### src/rtl/bin_to_bcd_seq.sv
// Sequential binary-to-BCD converter (shift-and-add-3), one input bit per clock.
// A start/busy/done handshake wraps it, and a sticky flag reports values too large for DIGITS digits.

module bcd_digit_cell (
    input  logic [3:0] digit,
    input  logic       carry_in,
    output logic [3:0] digit_next,
    output logic       carry_out
);

    logic [3:0] adj;

    // Adding 3 at >=5 makes the following doubling carry at exactly 10.
    always_comb begin
        adj = digit;
        if (digit >= 4'd5)
            adj = digit + 4'd3;
    end

    assign digit_next = {adj[2:0], carry_in};
    assign carry_out  = adj[3];

endmodule

module bin_to_bcd_seq #(
    parameter int WIDTH  = 6,
    parameter int DIGITS = 2
) (
    input  logic                  clk,
    input  logic                  reset,
    input  logic                  start,
    input  logic [WIDTH-1:0]      bin,
    output logic                  busy,
    output logic                  done,
    output logic [4*DIGITS-1:0]   bcd,
    output logic                  ovf
);

    localparam int CNT_W = $clog2(WIDTH + 1);

    typedef enum logic {
        IDLE = 1'b0,
        CONV = 1'b1
    } state_t;

    state_t                  state, state_next;
    logic [CNT_W-1:0]        cnt;
    logic [WIDTH-1:0]        bin_sr;
    logic [DIGITS-1:0][3:0]  work, work_next;
    logic [DIGITS:0]         carry;
    logic                    ovf_acc;
    logic                    accept;
    logic                    last_iter;

    // The binary MSB feeds the units digit; each digit's top bit ripples into the next.
    assign carry[0] = bin_sr[WIDTH-1];

    genvar g;
    generate
        for (g = 0; g < DIGITS; g++) begin : g_digit
            bcd_digit_cell u_cell (
                .digit      (work[g]),
                .carry_in   (carry[g]),
                .digit_next (work_next[g]),
                .carry_out  (carry[g+1])
            );
        end
    endgenerate

    always_ff @(posedge clk) begin
        if (reset)
            state <= IDLE;
        else
            state <= state_next;
    end

    always_comb begin
        state_next = state;
        accept     = 1'b0;
        last_iter  = 1'b0;
        busy       = 1'b0;
        case (state)
            IDLE: begin
                if (start) begin
                    accept     = 1'b1;
                    state_next = CONV;
                end
            end
            CONV: begin
                busy = 1'b1;
                if (cnt == CNT_W'(1)) begin
                    last_iter  = 1'b1;
                    state_next = IDLE;
                end
            end
            default: state_next = IDLE;
        endcase
    end

    // Published bcd/ovf change only on the final iteration, never on accept.
    always_ff @(posedge clk) begin
        if (reset) begin
            cnt     <= '0;
            bin_sr  <= '0;
            work    <= '0;
            ovf_acc <= 1'b0;
            bcd     <= '0;
            ovf     <= 1'b0;
            done    <= 1'b0;
        end else begin
            done <= last_iter;
            if (accept) begin
                bin_sr  <= bin;
                work    <= '0;
                ovf_acc <= 1'b0;
                cnt     <= CNT_W'(WIDTH);
            end else if (state == CONV) begin
                bin_sr  <= bin_sr << 1;
                work    <= work_next;
                ovf_acc <= ovf_acc | carry[DIGITS];
                cnt     <= cnt - CNT_W'(1);
                if (last_iter) begin
                    bcd <= work_next;
                    ovf <= ovf_acc | carry[DIGITS];
                end
            end
        end
    end

endmodule

### config.mk
export PLATFORM = sky130hd
export DESIGN_NAME = bin_to_bcd_seq
export DESIGN_NICKNAME = d
export VERILOG_FILES = /design/src/rtl/bin_to_bcd_seq.sv
export SDC_FILE = /design/constraint.sdc
export NUM_CORES = 1
export LEC_CHECK = 0
export ABC_AREA = 1
export CAP_MARGIN = 20
export CORE_MARGIN = 4
export CORE_UTILIZATION = 50
export CTS_CLUSTER_SIZE = 24
export DETAILED_ROUTE_END_ITERATION = 6
export PLACE_DENSITY = 0.71
export SLEW_MARGIN = 20
export SYNTH_ARGS = -nofsm -noshare
export SYNTH_HDL_FRONTEND = slang
export SYNTH_SLANG_ARGS = --single-unit
### constraint.sdc
create_clock -name clk -period 1.4 [get_ports clk]
set_input_delay 0.28 -clock clk [delete_from_list [all_inputs] [get_ports clk]]
set_output_delay 0.28 -clock clk [all_outputs]
set_load 0.01 [all_outputs]
==> out/summary.json, run 1 <==
{
  "cts_setup_buffers": {"value": 0},
  "cap_violations": {"value": 0},
  "clock_sinks": {"value": 29},
  "min_tclk_post_route": {"value": 1.28, "unit": "ns"},
  "cpPeakStageDelay": {"value": 0.35, "unit": "ns"},
  "power_total": {"value": 0.00175, "unit": "W"},
  "power_per_cell_area": {"value": 1000, "unit": "nW/um^2"},
  "r2r-end": {"value": "work[5]"},
  "max_clock_freq": {"value": 0.781, "unit": "GHz"},
  "placement_rows": {"value": 19},
  "finalWorstSetupSlack": {"value": 0.119, "unit": "ns"},
  "die-width": {"value": 61.6, "unit": "um"},
  "drive_above_1_share": {"value": 14.8, "unit": "%"},
  "timing.setup.critical_path_class": {"value": "register to register"},
  "floorplan.io_pins": {"value": 20},
  "core_area": {"value": 2760, "unit": "sq um"},
  "comb_power_share": {"value": 15.8, "unit": "%"},
  "synth.top_cell.area_share": {"value": 40.4, "unit": "%"},
  "post_synthesis_cell_count": {"value": 202},
  "finalHoldViolations": {"value": 0},
  "reg2reg_slack": {"value": 0.12, "unit": "ns"},
  "postRouteWirelength": {"value": 2970, "unit": "um"},
  "final_core_utilization": {"value": 63.2, "unit": "%"},
  "timing.slew.headroom": {"value": 81.1, "unit": "%"},
  "fp.dieArea": {"value": 3790, "unit": "sq um"},
  "beginning_of_the_worst_register_to_register_path": {"value": "work[4]"},
  "starting_density_of_the_core": {"value": 52.1, "unit": "%"},
  "post-place-ws": {"value": -0.0421, "unit": "ns"},
  "critical_path.max_fanout": {"value": 5},
  "syn_to_final_growth": {"value": 21.3, "unit": "%"},
  "holdPathEnd": {"value": "bcd[7]"},
  "yosysUniqueCellTypes": {"value": 19},
  "cellLeakagePower": {"value": 0.909, "unit": "nW"},
  "status": {"value": "complete, no violations"},
  "sequentialPowerShare": {"value": 50.7, "unit": "%"},
  "hpwl": {"value": 2190, "unit": "um"},
  "tritoncts_clock_tree": {"value": "yes"},
  "drt_iter0_markers": {"value": 38},
  "cellInternalPower": {"value": 0.00126, "unit": "W"},
  "antennaDiodeCount": {"value": 0},
  "synth_seq_area_share": {"value": 40.4, "unit": "%"},
  "average_instance_area_after_synthesis": {"value": 7.11, "unit": "sq um"},
  "yosys_register_bits": {"value": 29},
  "nets": {"value": 244},
  "worst_pin_slew": {"value": 0.282, "unit": "ns"},
  "timing.reg2reg.worst_path_depth": {"value": 9},
  "finalMaxSlewViolations": {"value": 0},
  "layout.cells.most_common_list": {"value": "nand2_1 (81), inv_1 (29), dfxtp_1 (26)"},
  "power.switching_fraction": {"value": 27.7, "unit": "%"},
  "hold_depth": {"value": 2},
  "critPathSlowestCell": {"value": "dfxtp_2"},
  "cts_made_buffers": {"value": 5},
  "track_usage": {"value": 17.8, "unit": "%"},
  "cp.buffers_inverters": {"value": 2},
  "worstSetupStartpointType": {"value": "register"},
  "finalWeightedCongestion": {"value": 0.813},
  "io_buffer_count": {"value": 19},
  "grt_setup_unrepaired": {"value": "false"},
  "worstPathCellList": {"value": "inv_1 > ha_1 > nand2_1 > nand2_1 > nand2_1 > nand2_1 > nand3_1 > nand2_1 > inv_1"},
  "cts_max_path_buffers": {"value": 2},
  "cp_top_family": {"value": "simple AND/OR/NAND/NOR gates"},
  "die_height": {"value": 61.6, "unit": "um"},
  "cts_root_buf": {"value": "clkbuf_4"},
  "grt_pass1_vias": {"value": 1227},
  "clkTransAtPathRegs": {"value": 0.09, "unit": "ns"},
  "clk-insertion-delay-late": {"value": 0.33, "unit": "ns"},
  "post_detailed_route_count_of_antenna_violating_nets": {"value": 0},
  "h-tree-depth": {"value": 2},
  "p_clk_share": {"value": 33.5, "unit": "%"},
  "cell_area_synth": {"value": 1440, "unit": "sq um"},
  "period_share": {"value": 91.5, "unit": "%"},
  "via_per_inst": {"value": 4.90},
  "synthTopCellsByArea": {"value": "dfxtp_1 (40%), nand2_1 (21%), inv_1 (7.8%)"},
  "worstPathArrival": {"value": 1.52, "unit": "ns"},
  "net-switching-power": {"value": 0.000484, "unit": "W"},
  "first_pass_grt_wire_length": {"value": 4910, "unit": "um"},
  "cpMostUsedCell": {"value": "nand2_1"},
  "overflow": {"value": 0},
  "drt_drc_violations_left": {"value": 0},
  "initial_antenna_violation_count": {"value": 0},
  "final_hold_slack": {"value": 0.450, "unit": "ns"},
  "min_path_type": {"value": "register to register"},
  "min_from": {"value": "bcd[7]"},
  "setup_viol": {"value": 0},
  "highest_ir_drop_seen_on_vdd": {"value": 0.682, "unit": "mV"},
  "wire_per_inst": {"value": 11.4, "unit": "um"},
  "syn_nets": {"value": 217},
  "setup_total_negative_slack": {"value": 0, "unit": "ns"},
  "wp_data_required": {"value": 1.64, "unit": "ns"},
  "grt_start_max_net_pins": {"value": 18},
  "drt_pass1_iterations": {"value": 4},
  "synthDominantAreaCellType": {"value": "dfxtp_1"},
  "fin_skew": {"value": 0.00431, "unit": "ns"},
  "element_type_at_the_critical_path_end": {"value": "register"},
  "vias": {"value": 1279},
  "synth_warnings": {"value": 0},
  "final_common_cell": {"value": "nand2_1"}
}
==> worst register-to-register path, cell delays in order, from the launching register on <==
cell,delay [ns]
dfxtp_2,0.35
inv_1,0.13
ha_1,0.21
nand2_1,0.08
nand2_1,0.09
nand2_1,0.08
nand2_1,0.08
nand3_1,0.08
nand2_1,0.06
inv_1,0.03
==> cell usage after synthesis <==
cell / instances
nand2_1: 82
nand3_2: 1
nand2_8: 2
inv_2: 3
buf_4: 1
inv_4: 1
a221oi_1: 1
ha_1: 6
o21ai_1: 3
buf_6: 2
o21ai_0: 4
nand3_1: 16
dfxtp_1: 29
a21oi_1: 6
nor2_1: 5
nor2_4: 2
a21oi_2: 7
inv_1: 30
nand4_1: 1
==> area by class of cell <==
type | count | area (sq um)
fill | 267 | 1010
multi-input combinational | 136 | 701
sequential | 29 | 584
timing repair buffer | 23 | 219
inverter | 34 | 130
clock buffer | 7 | 65.1
tap | 31 | 38.8
clock inverter | 1 | 5.00
==> stage by stage <==
step	cell area, sq um	instances
2_1_floorplan	1440	202
3_3_place_gp	1680	253
3_5_place_dp	1680	253
4_1_cts	1740	261
5_1_grt	1740	261
6_report	1740	261
==> cells by family after synthesis <==
| logic type | count (synthesis) | synth area share [%] |
|---|---|---|
| AND/OR/NAND/NOR | 109 | 33.8 |
| adder cells (fa/ha/maj) | 6 | 5.23 |
| buffers and inverters | 37 | 11.2 |
| flip-flops | 29 | 40.4 |
| AO/OA/AOI/OAI | 21 | 9.41 |
==> power groups by stage <==
stage          registers [W]  clock network, W  logic [W]
2_1_floorplan       0.000899                 0   0.000193
3_3_place_gp        0.000901                 0   0.000266
3_5_place_dp        0.000902                 0   0.000277
4_1_cts             0.000884          0.000610   0.000275
5_1_grt             0.000889          0.000640   0.000311
6_report            0.000885          0.000585   0.000276
==> metal layers <==
layer | track usage (%) | wire (um)
met5 | 0 | 0
met4 | 9.70 | 77
met3 | 5.24 | 151
met2 | 31.5 | 1480
met1 | 18.7 | 1260
==> sequential cells by signal (all words and copies together) (netlist names) <==
| signal | cells |
|---|---|
| bcd | 8 |
| bin_sr | 6 |
| cnt | 3 |
| done | 1 |
| ovf | 1 |
| ovf_acc | 1 |
| state | 1 |
| work | 8 |
==> worst max-delay path by stage <==
stage	from	to	slack, ns	cells after the start
after CTS	work[4]	ovf_acc	0.09	7
after global placement	start	bin_sr[5]	0.02	7
after floorplan	work[4]	work[5]	0.25	8
after global routing	work[4]	work[5]	0.02	9
after detailed placement	start	bin_sr[2]	-0.04	7
final	work[4]	work[5]	0.12	9
==> timing repair <==
| action | in CTS | in global routing |
|---|---|---|
| endpoints found under the hold margin | 0 | 0 |
| gates cloned | 0 | 0 |
| hold buffers | 0 | 0 |
| pin swaps | 0 | 0 |
| endpoints found under the setup margin | 11 | 9 |
| gates resized for setup | 12 | 5 |
No activity file was read; power rests on OpenSTA's default activity.
==> inputs of run 2 (changes only) <==
--- a/config.mk
+++ b/config.mk
@@ -9,6 +9,7 @@
 export CAP_MARGIN = 20
 export CORE_MARGIN = 4
 export CORE_UTILIZATION = 50
+export CTS_BUF_LIST = sky130_fd_sc_hd__clkbuf_8 sky130_fd_sc_hd__clkbuf_16
 export CTS_CLUSTER_SIZE = 24
 export DETAILED_ROUTE_END_ITERATION = 6
 export PLACE_DENSITY = 0.71
==> run 2 against run 1 <==
Effect of this change:
- critical path depth shrank 1
- die area is the same
- cell count is the same
- largest power group unchanged
==> out/summary.json, run 2 (synthesis results as in run 1) <==
{
  "cellLeakagePower": {"value": 0.935, "unit": "nW"},
  "final_core_utilization": {"value": 64.4, "unit": "%"},
  "initial_antenna_violation_count": {"value": 0},
  "power_per_cell_area": {"value": 1080, "unit": "nW/um^2"},
  "cts_setup_buffers": {"value": 0},
  "timing.slew.headroom": {"value": 81.1, "unit": "%"},
  "grt_start_max_net_pins": {"value": 18},
  "critical_path.max_fanout": {"value": 5},
  "fill_cell_instance_count_of_the_final_layout": {"value": 264},
  "finalWeightedCongestion": {"value": 0.813},
  "status": {"value": "complete, no violations"},
  "cts_made_buffers": {"value": 5},
  "final_common_cell": {"value": "nand2_1"},
  "wire_per_inst": {"value": 11.7, "unit": "um"},
  "syn_to_final_growth": {"value": 23.6, "unit": "%"},
  "post-place-ws": {"value": -0.0421, "unit": "ns"},
  "cts_max_path_buffers": {"value": 2},
  "postRouteWirelength": {"value": 3040, "unit": "um"},
  "via_per_inst": {"value": 4.95},
  "place_area": {"value": 1680, "unit": "sq um"},
  "postLayoutCellArea": {"value": 1780, "unit": "sq um"},
  "drt_iter0_markers": {"value": 43},
  "biggestRegsByFlops": {"value": "bcd: 8 flops, work: 8 flops, bin_sr: 6 flops"},
  "fp.dieArea": {"value": 3790, "unit": "sq um"},
  "post_detailed_route_count_of_antenna_violating_nets": {"value": 0},
  "die-width": {"value": 61.6, "unit": "um"},
  "die_height": {"value": 61.6, "unit": "um"},
  "wp_data_required": {"value": 1.58, "unit": "ns"},
  "finalHoldViolations": {"value": 0},
  "min_path_type": {"value": "register to register"},
  "grt_pass1_vias": {"value": 1221},
  "final_hold_slack": {"value": 0.445, "unit": "ns"},
  "hpwl": {"value": 2190, "unit": "um"},
  "tritoncts_clock_tree": {"value": "yes"},
  "io_buffer_count": {"value": 19},
  "starting_density_of_the_core": {"value": 52.1, "unit": "%"},
  "finalWorstSetupSlack": {"value": 0.0978, "unit": "ns"},
  "highest_ir_drop_seen_on_vdd": {"value": 0.900, "unit": "mV"},
  "layout.cells.most_common_list": {"value": "nand2_1 (81), inv_1 (28), dfxtp_1 (28)"},
  "max_clock_freq": {"value": 0.768, "unit": "GHz"},
  "period_share": {"value": 93.0, "unit": "%"},
  "timing.setup.critical_path_class": {"value": "register to register"},
  "h-tree-depth": {"value": 2},
  "clock_sinks": {"value": 29},
  "antennaDiodeCount": {"value": 0},
  "power_total": {"value": 0.00192, "unit": "W"},
  "finalMaxSlewViolations": {"value": 0},
  "element_type_at_the_critical_path_end": {"value": "register"},
  "vias": {"value": 1291},
  "worstPathArrival": {"value": 1.48, "unit": "ns"},
  "worst_pin_slew": {"value": 0.282, "unit": "ns"},
  "cellInternalPower": {"value": 0.00142, "unit": "W"},
  "placement_rows": {"value": 19},
  "nets": {"value": 244},
  "regArea": {"value": 582, "unit": "sq um"},
  "floorplan.io_pins": {"value": 20},
  "cts_root_buf": {"value": "clkbuf_8"},
  "worstSetupStartpointType": {"value": "register"},
  "sequentialPowerShare": {"value": 46.1, "unit": "%"},
  "overflow": {"value": 0},
  "setup_viol": {"value": 0},
  "number_of_buffers_inserted_by_hold_repair_at_cts": {"value": 0},
  "power.switching_fraction": {"value": 26.4, "unit": "%"},
  "comb_power_share": {"value": 14.5, "unit": "%"},
  "net-switching-power": {"value": 0.000508, "unit": "W"},
  "track_usage": {"value": 17.8, "unit": "%"},
  "min_tclk_post_route": {"value": 1.30, "unit": "ns"},
  "drive_above_1_share": {"value": 14.3, "unit": "%"},
  "fin_skew": {"value": 0.00403, "unit": "ns"},
  "grt_setup_unrepaired": {"value": "false"},
  "multiInputGateArea": {"value": 701, "unit": "sq um"},
  "drt_pass1_iterations": {"value": 4},
  "cap_violations": {"value": 0},
  "p_clk_share": {"value": 39.5, "unit": "%"},
  "first_pass_grt_wire_length": {"value": 4970, "unit": "um"},
  "drt_drc_violations_left": {"value": 0},
  "clkTransAtPathRegs": {"value": 0.06, "unit": "ns"},
  "core_area": {"value": 2760, "unit": "sq um"},
  "clk-insertion-delay-late": {"value": 0.28, "unit": "ns"}
}
## run 2: cell types whose count changed in the layout (fill, tap and decap cells not counted)
cell,before,now
dlygate4sd2_1,11,10
inv_2,4,5
clkbuf_4,5,0
inv_1,29,28
dfxtp_2,3,1
clkbuf_8,2,7
dlymetal6s2s_1,0,1
dfxtp_1,26,28
## run 2: final timing paths
kind | startpoint | to | slack (ns) | cells after the start
worst max-delay path | work[4] | work[5] | 0.1 | 8
worst min-delay path | bcd[7] | bcd[7] | 0.44 | 2
worst max register to register | work[4] | work[5] | 0.1 | 8
worst min register to register | bcd[7] | bcd[7] | 0.44 | 2
## run 2: routing by layer
metal	wire (um)	vias up	track usage, %	part of all wire, %
met2	1540	36	31.7	51
met1	1280	579	19.3	42
met5	0	-	0	0
li1	-	672	-	-
met3	191	4	6.50	6.3
met4	31	0	6.06	1.0
## run 2: final cells by class
class / count / share of cell area, %
well taps: 31 / 2.18
multi-input cells: 136 / 39.5
repair buffers: 23 / 12.5
flip-flops and latches: 29 / 32.8
inverters: 34 / 7.33
clock buffers: 7 / 5.43
clock inverters: 1 / 0.282
## run 2: critical path, stage by stage, from the launching register on
cell and delay (ns):
dfxtp_1 0.40, inv_1 0.11, ha_1 0.24, nand2_1 0.09, nand2_1 0.08, nand3_1 0.11
nand3_1 0.09, nand2_1 0.06, inv_1 0.03
## run 2: repair_timing
item,4_1_cts,5_1_grt
gates cloned,0,0
gates resized for setup,11,5
pin swaps,0,0
endpoints found under the setup margin,10,4
## run 2: through the flow
stage               instances  setup TNS [ns]
floorplan                 202               0
global placement          253               0
CTS                       261               0
finish                    261               0
global route              261               0
detailed placement        253          -0.101
## run 2: power by group through the flow
stage | Combinational (W) | Sequential [W] | Clock [W]
2_1_floorplan | 0.000193 | 0.000899 | 0
3_3_place_gp | 0.000266 | 0.000901 | 0
3_5_place_dp | 0.000277 | 0.000902 | 0
4_1_cts | 0.000277 | 0.000885 | 0.000775
5_1_grt | 0.000312 | 0.000889 | 0.000805
6_report | 0.000278 | 0.000886 | 0.000759
